### config.mk
export PLATFORM = sky130hd
export DESIGN_NAME = sao_lcu_scheduler_flat
export DESIGN_NICKNAME = d
export VERILOG_FILES = /design/src/rtl/sao_pkg.sv /design/src/rtl/sao_lcu_scheduler_if.sv /design/src/rtl/sao_param_ram.sv /design/src/rtl/sao_lcu_scheduler.sv /design/src/flat_wrapper.sv
export SDC_FILE = /design/constraint.sdc
export NUM_CORES = 1
export LEC_CHECK = 0
export CAP_MARGIN = 20
export CORE_MARGIN = 2
export CORE_UTILIZATION = 45
export CTS_CLUSTER_SIZE = 30
export DETAILED_ROUTE_END_ITERATION = 10
export HOLD_SLACK_MARGIN = 0.03
export PLACE_DENSITY = 0.71
export SKIP_CTS_REPAIR_TIMING = 1
export SLEW_MARGIN = 0
export SYNTH_ARGS = -nofsm -noshare
export SYNTH_HDL_FRONTEND = slang
export SYNTH_SLANG_ARGS = --single-unit
### constraint.sdc
create_clock -name clk -period 3.25 [get_ports clk]
set_input_delay 0.65 -clock clk [delete_from_list [all_inputs] [get_ports clk]]
set_output_delay 0.65 -clock clk [all_outputs]
set_load 0.01 [all_outputs]
### src/rtl/sao_pkg.sv
// Shared types for the SAO LCU scheduler: size and type codes,
// the packed per-LCU parameter word and the frame-walk states.
package sao_pkg;

  localparam int LCU_COLS_MAX = 8;
  localparam int PRM_DEPTH = LCU_COLS_MAX * LCU_COLS_MAX;
  localparam int PRM_AW = 6;
  localparam int PRM_W = 24;

  typedef enum logic [1:0] {
    LCU_16 = 2'd0,
    LCU_32 = 2'd1,
    LCU_64 = 2'd2
  } lcu_size_e;

  typedef enum logic [1:0] {
    SAO_OFF  = 2'd0,
    SAO_BAND = 2'd1,
    SAO_EDGE = 2'd2
  } sao_type_e;

  localparam int OFS_TYPE = 22;
  localparam int OFS_BAND = 17;
  localparam int OFS_EO = 16;
  localparam int OFS_OFFSET = 0;

  typedef struct packed {
    logic [1:0]  sao_type;
    logic [4:0]  band_pos;
    logic        eo_class;
    logic [15:0] offset;
  } sao_prm_t;

  typedef enum logic [2:0] {
    S_IDLE,
    S_LOAD,
    S_SETUP,
    S_STREAM,
    S_WAIT_HI,
    S_WAIT_LO,
    S_DONE
  } state_e;

  // Size code 3 is not a real LCU size; fold it onto 64x64.
  function automatic logic [1:0] norm_size(
    input logic [1:0] s
  );
    return (s == 2'd3) ? 2'(LCU_64) : s;
  endfunction

endpackage

### src/rtl/sao_lcu_scheduler_if.sv
// Pixel ingress and SAO engine bus of the LCU scheduler.
// master = scheduler side, slave = upstream source / engine side.
interface sao_lcu_scheduler_if;
  logic        pix_valid;
  logic [7:0]  pix_data;
  logic        pix_ready;
  logic        eng_in_en;
  logic [7:0]  eng_din;
  logic [1:0]  eng_sao_type;
  logic [4:0]  eng_band_pos;
  logic        eng_eo_class;
  logic [15:0] eng_offset;
  logic [2:0]  eng_lcu_x;
  logic [2:0]  eng_lcu_y;
  logic [1:0]  eng_lcu_size;
  logic        eng_busy;

  modport master (
    input  pix_valid, pix_data, eng_busy,
    output pix_ready, eng_in_en, eng_din,
    output eng_sao_type, eng_band_pos,
    output eng_eo_class, eng_offset,
    output eng_lcu_x, eng_lcu_y, eng_lcu_size
  );

  modport slave (
    output pix_valid, pix_data, eng_busy,
    input  pix_ready, eng_in_en, eng_din,
    input  eng_sao_type, eng_band_pos,
    input  eng_eo_class, eng_offset,
    input  eng_lcu_x, eng_lcu_y, eng_lcu_size
  );
endinterface

### src/rtl/sao_param_ram.sv
// Per-LCU SAO parameter table: synchronous write, registered read.
// Contents survive reset on purpose.
module sao_param_ram
  import sao_pkg::*;
(
  input  logic              clk,
  input  logic              we,
  input  logic [PRM_AW-1:0] waddr,
  input  logic [PRM_W-1:0]  wdata,
  input  logic [PRM_AW-1:0] raddr,
  output logic [PRM_W-1:0]  rdata
);

  logic [PRM_W-1:0] mem [PRM_DEPTH];
  logic [PRM_W-1:0] rdata_q;

  always_ff @(posedge clk) begin
    if (we) mem[waddr] <= wdata;
    rdata_q <= mem[raddr];
  end

  assign rdata = rdata_q;

endmodule

### src/rtl/sao_lcu_scheduler.sv
// Walks a 128x128 frame LCU by LCU, feeding parameters and a
// gap-free pixel stream to the SAO engine.
module sao_lcu_scheduler
  import sao_pkg::*;
(
  input  logic        clk,
  input  logic        reset,
  input  logic        start,
  input  logic [1:0]  cfg_lcu_size,
  input  logic        prm_we,
  input  logic [5:0]  prm_addr,
  input  logic [23:0] prm_wdata,
  sao_lcu_scheduler_if.master bus,
  output logic        busy,
  output logic        done,
  output logic        err
);

  state_e      state_q, state_d;
  logic [2:0]  x_q, x_d, y_q, y_d;
  logic [1:0]  size_q, size_d;
  logic [11:0] cnt_q, cnt_d;
  logic        err_q, err_d;
  logic        in_en_q, in_en_d;
  logic [7:0]  din_q, din_d;
  sao_prm_t    prm_q, prm_d;
  logic [2:0]  lcu_x_q, lcu_x_d;
  logic [2:0]  lcu_y_q, lcu_y_d;
  logic [1:0]  lcu_size_q, lcu_size_d;

  logic [23:0] rd_data;
  logic [5:0]  raddr;
  logic [2:0]  cols_m1;
  logic [11:0] last_cnt;

  assign cols_m1 = 3'd7 >> size_q;
  assign last_cnt = 12'hFFF >> (3'd4 - {size_q, 1'b0});
  assign raddr = ({3'b000, y_q} << (2'd3 - size_q))
               + {3'b000, x_q};

  sao_param_ram u_ram (
    .clk   (clk),
    .we    (prm_we && (state_q == S_IDLE)),
    .waddr (prm_addr),
    .wdata (prm_wdata),
    .raddr (raddr),
    .rdata (rd_data)
  );

  always_comb begin
    state_d = state_q;
    x_d = x_q;
    y_d = y_q;
    size_d = size_q;
    cnt_d = cnt_q;
    err_d = err_q;
    in_en_d = 1'b0;
    din_d = din_q;
    prm_d = prm_q;
    lcu_x_d = lcu_x_q;
    lcu_y_d = lcu_y_q;
    lcu_size_d = lcu_size_q;
    unique case (state_q)
      S_IDLE: begin
        if (start) begin
          state_d = S_LOAD;
          x_d = 3'd0;
          y_d = 3'd0;
          cnt_d = 12'd0;
          err_d = 1'b0;
          size_d = norm_size(cfg_lcu_size);
        end
      end
      S_LOAD: state_d = S_SETUP;
      S_SETUP: begin
        prm_d = '{
          sao_type: rd_data[OFS_TYPE +: 2],
          band_pos: rd_data[OFS_BAND +: 5],
          eo_class: rd_data[OFS_EO],
          offset:   rd_data[OFS_OFFSET +: 16]
        };
        lcu_x_d = x_q;
        lcu_y_d = y_q;
        lcu_size_d = size_q;
        state_d = S_STREAM;
      end
      S_STREAM: begin
        // A bubble still consumes a pixel slot; the engine sees a hold.
        in_en_d = bus.pix_valid;
        if (bus.pix_valid) din_d = bus.pix_data;
        else err_d = 1'b1;
        cnt_d = cnt_q + 12'd1;
        if (cnt_q == last_cnt) begin
          cnt_d = 12'd0;
          state_d = S_WAIT_HI;
        end
      end
      S_WAIT_HI: begin
        if (bus.eng_busy) state_d = S_WAIT_LO;
      end
      S_WAIT_LO: begin
        if (!bus.eng_busy) begin
          state_d = S_LOAD;
          if (x_q != cols_m1) begin
            x_d = x_q + 3'd1;
          end else begin
            x_d = 3'd0;
            if (y_q == cols_m1) state_d = S_DONE;
            else y_d = y_q + 3'd1;
          end
        end
      end
      S_DONE: state_d = S_IDLE;
      default: state_d = S_IDLE;
    endcase
  end

  always_ff @(posedge clk) begin
    if (reset) begin
      state_q <= S_IDLE;
      x_q <= '0;
      y_q <= '0;
      size_q <= '0;
      cnt_q <= '0;
      err_q <= 1'b0;
      in_en_q <= 1'b0;
      din_q <= '0;
      prm_q <= '0;
      lcu_x_q <= '0;
      lcu_y_q <= '0;
      lcu_size_q <= '0;
    end else begin
      state_q <= state_d;
      x_q <= x_d;
      y_q <= y_d;
      size_q <= size_d;
      cnt_q <= cnt_d;
      err_q <= err_d;
      in_en_q <= in_en_d;
      din_q <= din_d;
      prm_q <= prm_d;
      lcu_x_q <= lcu_x_d;
      lcu_y_q <= lcu_y_d;
      lcu_size_q <= lcu_size_d;
    end
  end

  assign bus.pix_ready = (state_q == S_STREAM);
  assign bus.eng_in_en = in_en_q;
  assign bus.eng_din = din_q;
  assign bus.eng_sao_type = prm_q.sao_type;
  assign bus.eng_band_pos = prm_q.band_pos;
  assign bus.eng_eo_class = prm_q.eo_class;
  assign bus.eng_offset = prm_q.offset;
  assign bus.eng_lcu_x = lcu_x_q;
  assign bus.eng_lcu_y = lcu_y_q;
  assign bus.eng_lcu_size = lcu_size_q;

  assign busy = (state_q != S_IDLE) && (state_q != S_DONE);
  assign done = (state_q == S_DONE);
  assign err = err_q;

endmodule

### src/flat_wrapper.sv
// flat-port wrapper written by rule: the top's interface ports become plain ports
module sao_lcu_scheduler_flat import sao_pkg::*;
  (clk, reset, start, cfg_lcu_size, prm_we, prm_addr, prm_wdata, busy, done, err, bus_pix_valid, bus_pix_data, bus_eng_busy, bus_pix_ready, bus_eng_in_en, bus_eng_din, bus_eng_sao_type, bus_eng_band_pos, bus_eng_eo_class, bus_eng_offset, bus_eng_lcu_x, bus_eng_lcu_y, bus_eng_lcu_size);
  sao_lcu_scheduler_if bus_i ();
  input  logic clk;
  input  logic reset;
  input  logic start;
  input  logic [1:0] cfg_lcu_size;
  input  logic prm_we;
  input  logic [5:0] prm_addr;
  input  logic [23:0] prm_wdata;
  output logic busy;
  output logic done;
  output logic err;
  input wire logic [$bits(bus_i.pix_valid)-1:0] bus_pix_valid;
  input wire logic [$bits(bus_i.pix_data)-1:0] bus_pix_data;
  input wire logic [$bits(bus_i.eng_busy)-1:0] bus_eng_busy;
  output wire logic [$bits(bus_i.pix_ready)-1:0] bus_pix_ready;
  output wire logic [$bits(bus_i.eng_in_en)-1:0] bus_eng_in_en;
  output wire logic [$bits(bus_i.eng_din)-1:0] bus_eng_din;
  output wire logic [$bits(bus_i.eng_sao_type)-1:0] bus_eng_sao_type;
  output wire logic [$bits(bus_i.eng_band_pos)-1:0] bus_eng_band_pos;
  output wire logic [$bits(bus_i.eng_eo_class)-1:0] bus_eng_eo_class;
  output wire logic [$bits(bus_i.eng_offset)-1:0] bus_eng_offset;
  output wire logic [$bits(bus_i.eng_lcu_x)-1:0] bus_eng_lcu_x;
  output wire logic [$bits(bus_i.eng_lcu_y)-1:0] bus_eng_lcu_y;
  output wire logic [$bits(bus_i.eng_lcu_size)-1:0] bus_eng_lcu_size;
  assign bus_i.pix_valid = bus_pix_valid;
  assign bus_i.pix_data = bus_pix_data;
  assign bus_i.eng_busy = bus_eng_busy;
  assign bus_pix_ready = bus_i.pix_ready;
  assign bus_eng_in_en = bus_i.eng_in_en;
  assign bus_eng_din = bus_i.eng_din;
  assign bus_eng_sao_type = bus_i.eng_sao_type;
  assign bus_eng_band_pos = bus_i.eng_band_pos;
  assign bus_eng_eo_class = bus_i.eng_eo_class;
  assign bus_eng_offset = bus_i.eng_offset;
  assign bus_eng_lcu_x = bus_i.eng_lcu_x;
  assign bus_eng_lcu_y = bus_i.eng_lcu_y;
  assign bus_eng_lcu_size = bus_i.eng_lcu_size;
  sao_lcu_scheduler u_core (.clk(clk), .reset(reset), .start(start), .cfg_lcu_size(cfg_lcu_size), .prm_we(prm_we), .prm_addr(prm_addr), .prm_wdata(prm_wdata), .bus(bus_i), .busy(busy), .done(done), .err(err));
endmodule
Word-level counts from Yosys, hierarchy flattened
Memories as Yosys holds them, arrays and structs flattened. A register that Yosys moved wholly into a read port is not among the register bits. Cells that the tools add are included.

Register bits: 65. RAM bits: 1536. Input bits: 46. Output and inout bits: 45. Word-level logic and storage cells: 82. Memories: 1.

Memory list: u_core.u_ram.mem (words 64, bits a word 24, rd ports 1, clocked after Yosys merged registers in 1, write ports 1, line sao_param_ram.sv:14) `logic [PRM_W-1:0] mem [PRM_DEPTH];`.

$add $sub $neg: 6. Equal/unequal tests: 18. Shift operators: 3. Muxes and demuxes: 24. Bitwise gates (word level): 1. Reductions and logical operators: 14.

Operator list (number): two-way mux 3 bit (12); two-way mux 12 bit (2); case mux 12 bit (2 select lines) (1); case mux 3 bit (6 select lines) (1); adder 12 x 1 -> 12 bit (second input constant) (1); == test 12 bit (1); inequality test 2 bit (second input constant) (6); case mux 3 bit (2 select lines) (2); right shift 12 x 3 -> 12 bit (first input constant) (1); == test 3 bit (second input constant) (3); adder 3 x 1 -> 3 bit (second input constant) (2); adder 6 x 3 -> 6 bit (1); == test 3 x 2 -> 1 bit (second input constant) (2); AND reduction 2 bit (3); AND reduction 3 bit (2); << shifter 3 x 2 -> 6 bit (1); AND reduction 5 bit (1); two-way mux 1 bit (4); AND reduction 4 bit (1); nonzero test 2 bit (2); == test 3 x 1 -> 1 bit (second input constant) (1); == test 3 bit (1); zero test 3 bit (1); inequality test 3 bit (1); other kinds (12) (13).

Longest topological paths before layout
Gate-level depths: netlist (run 1).

Word-level depth: 6. Depth in mapped cells: 14. Mapped depth without buffers: 10.

Cells and area by module
From an unflattened synthesis (run 1), not the netlist that was laid out.

Cell total of the unflattened synthesis: 3009. Area, all modules: 62394.8 um2.

Modules (own cells, without submodules): sao_param_ram (times used 1, cells an instance 2610, area each 59295.6 um2, sequential area each 46604.7 um2); sao_lcu_scheduler (times used 1, cells an instance 399, area each 3099.2 um2, sequential area each 1301.2 um2).

Least setup slack after synthesis (run 1)
No wires, ideal clock.

Path kind: register to register. Start point: reg u_core.size_q[1]. End point: reg u_core.u_ram.rdata_q[22] (netlist: u_core.u_ram.rdata[22]) (read register of u_core.u_ram.mem). Setup time: 0.121 ns. Arrival time: 2.956 ns. Required time: 3.129 ns. Path slack: 0.173 ns. Stages on the path, launching flop included: 14. Path buffers: 3. Clock period less this slack: 3.077 ns. Path through: dfxtp_1 > buf_2 > inv_1 > nor2_1 > ha_1 > inv_1 > fa_1 > buf_2 > clkbuf_1 > mux4_2 > mux2i_1 > mux2i_1 > mux2_2 > mux2_2.

Longest elaborated chain between the ends: 3.

RTL lines: start, declared (line sao_lcu_scheduler.sv:21) `logic [1:0] size_q, size_d;`; start signal, assigned (line sao_lcu_scheduler.sv:136) `size_q <= size_d;`; subtractor 2 bit (line sao_lcu_scheduler.sv:38) `assign raddr = ({3'b000, y_q} << (2'd3 - size_q))`; << shifter 3 x 2 -> 6 bit (line sao_lcu_scheduler.sv:38); adder 6 x 3 -> 6 bit (line sao_lcu_scheduler.sv:39) `+ {3'b000, x_q};`; end, declared (line sao_param_ram.sv:15) `logic [PRM_W-1:0] rdata_q;`.

Every way passes these cells. A chain may end at the register's enable or synchronous reset.

Worst setup path after layout (run 1)
Start point: reg u_core.y_q[0]. End point: reg u_core.u_ram.rdata_q[17] (netlist: u_core.u_ram.rdata[17]) (read register of u_core.u_ram.mem).

Longest elaborated chain between the ends: 2.

RTL lines: start, declared (line sao_lcu_scheduler.sv:20) `logic [2:0] x_q, x_d, y_q, y_d;`; start signal, assigned (line sao_lcu_scheduler.sv:135) `y_q <= y_d;`; << shifter 3 x 2 -> 6 bit (line sao_lcu_scheduler.sv:38); adder 6 x 3 -> 6 bit (line sao_lcu_scheduler.sv:39).

Every way passes these cells.

==> results of run 1 <==
[worst reg2reg max path, delay by kind of cell (launching register included)]
family | cells | cell delay, ps
muxes | 6 | 920
buffers and inverters | 8 | 1160
DFF | 1 | 330
and+or+nand+nor | 1 | 180
adders and majority gates | 1 | 850
[final timing paths]
kind | start | endpoint | slack [ps] | depth (start not counted)
setup / recovery | u_core.y_q[0] | u_core.u_ram.rdata[17] | -310 | 16
hold / removal | prm_wdata[13] | u_core.u_ram.mem[44][13] | 100 | 1
hold reg to reg | u_core.bus.eng_din[2] | u_core.bus.eng_din[2] | 450 | 2
setup reg to reg | u_core.y_q[0] | u_core.u_ram.rdata[17] | -310 | 16
[area by class of cell]
type | count | share of cell area [%]
Antenna cell | 5 | 0.0166
Inverter | 11 | 0.0548
Multi-Input combinational cell | 1143 | 20.0
Sequential cell | 1625 | 63.5
Tap cell | 1876 | 3.11
Timing Repair Buffer | 422 | 6.59
Clock buffer | 202 | 5.77
Clock inverter | 88 | 0.881
[power breakdown]
group	internal [W]	total, W	switching, W
clock network	0.0101	0.0178	0.00769
logic	0.00222	0.00499	0.00277
registers	0.0232	0.0235	0.000295
total	0.0355	0.0463	0.0108
[cells by family after synthesis]
group	count (synthesis)	synth area share [%]
flip-flops	1625	76.0
multiplexers	745	19.5
AND/OR/NAND/NOR	278	1.93
buffers and inverters	169	1.33
AO/OA/AOI/OAI	97	0.846
XOR/XNOR	13	0.193
adder cells (fa/ha/maj)	10	0.210
[flip-flops by register name, indices dropped and copies added (netlist names), 3 cells and up]
signal / flops
u_core.x_q: 3
u_core.u_ram.rdata: 24
u_core.bus.eng_din: 8
u_core.bus.eng_lcu_x: 3
u_core.state_q: 3
u_core.y_q: 3
u_core.bus.eng_band_pos: 5
u_core.bus.eng_offset: 16
u_core.cnt_q: 12
u_core.bus.eng_lcu_y: 3
u_core.u_ram.mem: 1536
[metrics by stage]
step / hold slack (ps) / worst slack (ps)
floorplan: 417 / 173
global placement: 442 / -693
finish: 96.6 / -311
CTS: 49.0 / -774
global route: 62.4 / -375
detailed placement: 446 / -703
[metal layers]
metal  part of all wire [%]  vias to the layer above  global-route usage, %
met1                     41                    16600                   30.7
li1                       -                    13000                      -
met4                    2.0                       18                   4.85
met3                    9.8                      203                   4.77
met5                  0.072                        -                      0
met2                     48                     1507                   33.6
[layout by cell type (no fill, tap or decap), types with 6 or more instances in the layout]
| master | synthesis | routed |
|---|---|---|
| edfxtp_1 | 1536 | 1536 |
| mux4_2 | 384 | 384 |
| mux2i_1 | 358 | 265 |
| buf_4 | 11 | 191 |
| clkbuf_16 | 0 | 174 |
| nand2_1 | 114 | 113 |
| buf_12 | 0 | 112 |
| dfxtp_1 | 89 | 85 |
| clkdlybuf4s50_1 | 0 | 65 |
| mux2i_2 | 0 | 64 |
| nor2_2 | 0 | 64 |
| a21oi_1 | 62 | 62 |
| clkinv_1 | 0 | 33 |
| clkbuf_1 | 60 | 31 |
| nor2_1 | 95 | 30 |
| mux2i_4 | 0 | 29 |
| clkinv_2 | 0 | 26 |
| buf_2 | 72 | 25 |
| o21ai_0 | 17 | 16 |
| nand3_1 | 16 | 16 |
| buf_6 | 10 | 14 |
| nand3b_1 | 11 | 11 |
| or3_1 | 11 | 11 |
| inv_1 | 11 | 10 |
| ha_1 | 9 | 8 |
| inv_6 | 0 | 8 |
| clkinvlp_4 | 0 | 8 |
| bufinv_16 | 0 | 8 |
| nor3_1 | 6 | 6 |
| xor2_1 | 7 | 6 |
==> run metrics, run 1 <==
clock buffer depth 3; # nets final 3420; routed via count 31300; DR DRC count 0; post-layout minimum cycle time 3560 ps; RD Place Congestion 0.795; FF+latch area 47900 sq um; CP most frequent cell mux2i_1; vias in the first global route 31000; Worst setup EP type flip-flop; worst-path cell chain buf_4, mux2i_1, nand2b_1, fa_4, buf_12, buf_12, buf_6, buf_12, buf_8, mux4_2, mux2i_2, mux2i_1, buf_4, mux2i_1, buf_4, mux2i_1; first drt pass iteration count 5; Synth top area share 73.2%; synthesized flop and latch total 1625; Slew headroom 28.2%; core area 139000 sq um; CTS Buf Count 161; Die H 378 um; Synth Area per Inst 21.5 sq um; Die ar. 143000 sq um; fillers 10400; H-tree depth 4; total global routing overflow 0; Peak supply drop 583 uV; Final Non-Filler Cells 5372; cell taking the most area after synthesis edfxtp_1; crit path DAT 4200 ps; CP Buf/Inv Count 8; Buffers on Ports 90; static leakage 25.0 nW; total wire length 153 mm; row cnt 137; Fin Setup TNS -4720 ps; failing checks setup timing; CP Launch Type flip-flop; post-synthesis sequential area ratio 76.0%; Setup Viol. Count Final 24; CTS tree yes; Commonest cells post-synth edfxtp_1 (1536), mux4_2 (384), mux2i_1 (358); design area 75400 sq um; Worst-Margin Slew 1080 ps; Max Clock Freq 281 MHz; kind of critical path reg -> reg; Synth cell types 44; pin count of the biggest net entering global routing 65; Max Cap Violations 0; Synthesized Nets 2993; Root Buffer clkbuf_16; Hold WC Path Type in -> reg; Worst Path Max Fanout 8; Pins Over Slew Limit 0; unrepaired setup endpoints after global routing yes; Worst path top cell family by delay buffers and inverters; wire per inst 28.5 um; Worst Path Required 3890 ps; layout cells sized above 1 32.7%; ys async rst share 0%; ranking of synthesized cells by area edfxtp_1 (73%), mux4_2 (14%), mux2i_1 (5.7%); Most used DFF post-synth edfxtp_1; global-route wire length before repair 218 mm; clk slew on worst S/H paths 60 ps; highest cell delay on the worst timing path 850 ps; I/O Pins 91; Syn Inst Count 2937; count leader, synth edfxtp_1; Total Power 0.0463 W; Hold Vio Cnt, Final 0; Starting Density 45.3%; 1st-iter DRT viols 3788; Via density 5.83; number of synthesized flops with an enable pin 1536; Core Util, Final 54.2%; antenna violations before repair 11; Die X 378 um; Mapped Area 63000 sq um; post-route worst setup slack -311 ps; Total GRT Usage 21.4%; post-place instance area 69000 sq um; clock latency on the worst-skew pair 780 ps; DP Cell Count 5030; Multi-input gate area 15100 sq um; Clock Sinks 1625; Worst path slowest cell fa_4; synth-to-layout area growth 19.7%; Final Cycle Share 110%; Final ANT Viol Nets 0; status complete, but fails checks; Pwr Density 614 nW/um^2; clock skew 20.5 ps; dpl hpwl 88.1 mm; Ys Warns 0
No activity file was read; power rests on OpenSTA's default activity.
==> inputs of run 2 (changes only) <==
Settings changed: PLACE_DENSITY 0.71 to unset.
==> run 2 against run 1 <==
  * The run still ends with setup timing left
  * Cell area increased by 0.88%
  * First-iteration DRC count is 11% lower
  * Combinational power up 6.8%
  * Sequential share of layout area shrank 0.55 points
  * Cell count grew 0.28%
  * Clock power rose by 6%
  * Highest routed layer unchanged
  * Worst hold slack gained 160 ps
  * Flip-flop and latch count did not move
  * Largest cell class unchanged
  * Register-to-register slack improved by 80 ps
  * Setup slack better by 82 ps
  * Wire length up 4.9%
  * Critical path type unchanged
==> run metrics, run 2 (synthesized netlist as in run 1, its figures left out) <==
status complete, but fails checks; failing checks setup timing; antenna violations before repair 7 (-4); static leakage 25.2 nW (+0.87%); highest cell delay on the worst timing path 890 ps (+40 ps); worst slack, placed -681 ps (+22.4 ps); Worst Path Max Fanout 5 (-3); total global routing overflow 0 (unchanged); Root Buffer clkbuf_16; Multi-input gate area 15300 sq um (+1.1%); CTS tree yes; Worst-Margin Slew 1080 ps (-1.17 ps); CP Launch Type flip-flop; Clock Sinks 1625 (unchanged); Die X 378 um (unchanged); Pwr Density 626 nW/um^2 (+2.0%); FF+latch area 47900 sq um (about the same); RD Place Congestion 0.805 (+1.2%); vias in the first global route 31400 (+1.4%); layout cells sized above 1 33.5% (+0.77 points); Die ar. 143000 sq um (unchanged); Worst path top cell family by delay multiplexers; clock buffer depth 3 (unchanged); first drt pass iteration count 6 (+1); Hold Vio Cnt, Final 0 (unchanged); pin count of the biggest net entering global routing 66 (+1.5%); Peak supply drop 615 uV (+5.6%); 1st-iter DRT viols 3361 (-11%); clk slew on worst S/H paths 60 ps (about the same); Final Cycle Share 107% (-2.5 points); Buffers on Ports 90 (unchanged); wire per inst 29.8 um (+4.6%); # nets final 3427 (+0.20%); most common cell after layout, fill and taps aside edfxtp_1; row cnt 137 (unchanged); fillers 10400 (+0.71%); R2R setup slack -230 ps (+80 ps); Worst R2R Start u_core.size_q[0]; CP Buf/Inv Count 5 (-3); Starting Density 45.3% (unchanged); Worst path slowest cell fa_4; most frequent cells in the layout edfxtp_1 (1536), mux4_2 (384), mux2i_1 (250); crit path DAT 4140 ps (-60 ps); Die H 378 um (unchanged); kind of critical path reg -> reg; Final ANT Viol Nets 0 (unchanged); routed via count 31300 (-0.061%); Slew headroom 28.3% (+0.078 points); CTS Buf Count 161 (unchanged); clock latency on the worst-skew pair 800 ps (+20 ps); Total Power 0.0476 W (+2.9%); H-tree depth 4 (unchanged); crit path launch u_core.size_q[0]; Worst setup EP type flip-flop; Via density 5.81 (-0.34%); Total GRT Usage 22.2% (+0.85 points); Hold WC Path Type in -> reg; Worst Path Required 3910 ps (+20 ps); Pins Over Slew Limit 0 (unchanged); hold path start prm_wdata[8]; post-layout minimum cycle time 3480 ps (-81.8 ps); Fin Setup TNS -3750 ps (+968 ps); Biggest register u_core.u_ram.mem; Max Cap Violations 0 (unchanged); CP most frequent cell mux2i_4; number of flip-flops under the largest register name 1536 (unchanged); worst hold margin 254 ps (+157 ps); core area 139000 sq um (unchanged); Max Clock Freq 287 MHz (+2.4%); unrepaired setup endpoints after global routing yes; global-route wire length before repair 225 mm (+3.2%); Setup Viol. Count Final 24 (unchanged); DR DRC count 0 (unchanged); Core Util, Final 54.7% (+0.48 points); post-route worst setup slack -229 ps (+81.8 ps); synth-to-layout area growth 20.7%; I/O Pins 91 (unchanged); worst-path cell chain buf_6, mux2i_4, nand2b_4, fa_4, buf_12, clkbuf_16, buf_8, clkbuf_16, mux4_2, mux2i_2, mux2i_4, mux2i_4, mux2i_1; total wire length 161 mm (+4.9%); clock skew 26.4 ps (+5.94 ps); dpl hpwl 95.2 mm (+8.1%)
[run 2: final timing paths]
kind / end / cells past startpoint
min: u_core.u_ram.mem[16][8] / 1
max: u_core.u_ram.rdata[6] / 13
max reg2reg: u_core.u_ram.rdata[6] / 13
min reg2reg: u_core.bus.eng_eo_class / 2
[run 2: area by class of cell]
cell class              instances  share of cell area, %
clock buffers                 204                   5.71
clock inverters                91                   1.32
well taps                    1876                   3.09
inverters                      11                 0.0543
flip-flops and latches       1625                   63.0
diodes                          8                 0.0263
multi-input cells            1143                   20.1
repair buffers                429                   6.73
[run 2: report_power, final]
| group | internal (W) | total, W | switching, W |
|---|---|---|---|
| sequential | 0.0232 | 0.0235 | 0.000315 |
| clock | 0.0109 | 0.0188 | 0.00785 |
| combinational | 0.00240 | 0.00533 | 0.00293 |
| total | 0.0365 | 0.0476 | 0.0111 |
[run 2: worst register-to-register path, cell delays in order (launching register included)]
cell and delay (ps):
dfxtp_2 340, buf_6 130, mux2i_4 180, nand2b_4 160
fa_4 890, buf_12 140, clkbuf_16 180, buf_8 120
clkbuf_16 140, mux4_2 310, mux2i_2 240, mux2i_4 150
mux2i_4 270, mux2i_1 110
[run 2: metal layers]
metal  track usage (%)  share of wire [%]  routed length, um  vias to the layer above
met1              31.7                 42              66900                    16900
met3              3.99                7.8              12500                      191
li1                  -                  -                  -                    13000
met5                 0             0.0044                  7                        -
met4              5.96                2.0               3170                        2
met2              35.5                 49              78100                     1238
[run 2: stage by stage]
step | cell area (sq um) | std cells
after CTS | 74400 | 5328
after global routing | 76000 | 5379
final | 76100 | 5387
after global placement | 69000 | 5033
after detailed placement | 69000 | 5033
after floorplan | 63000 | 2937
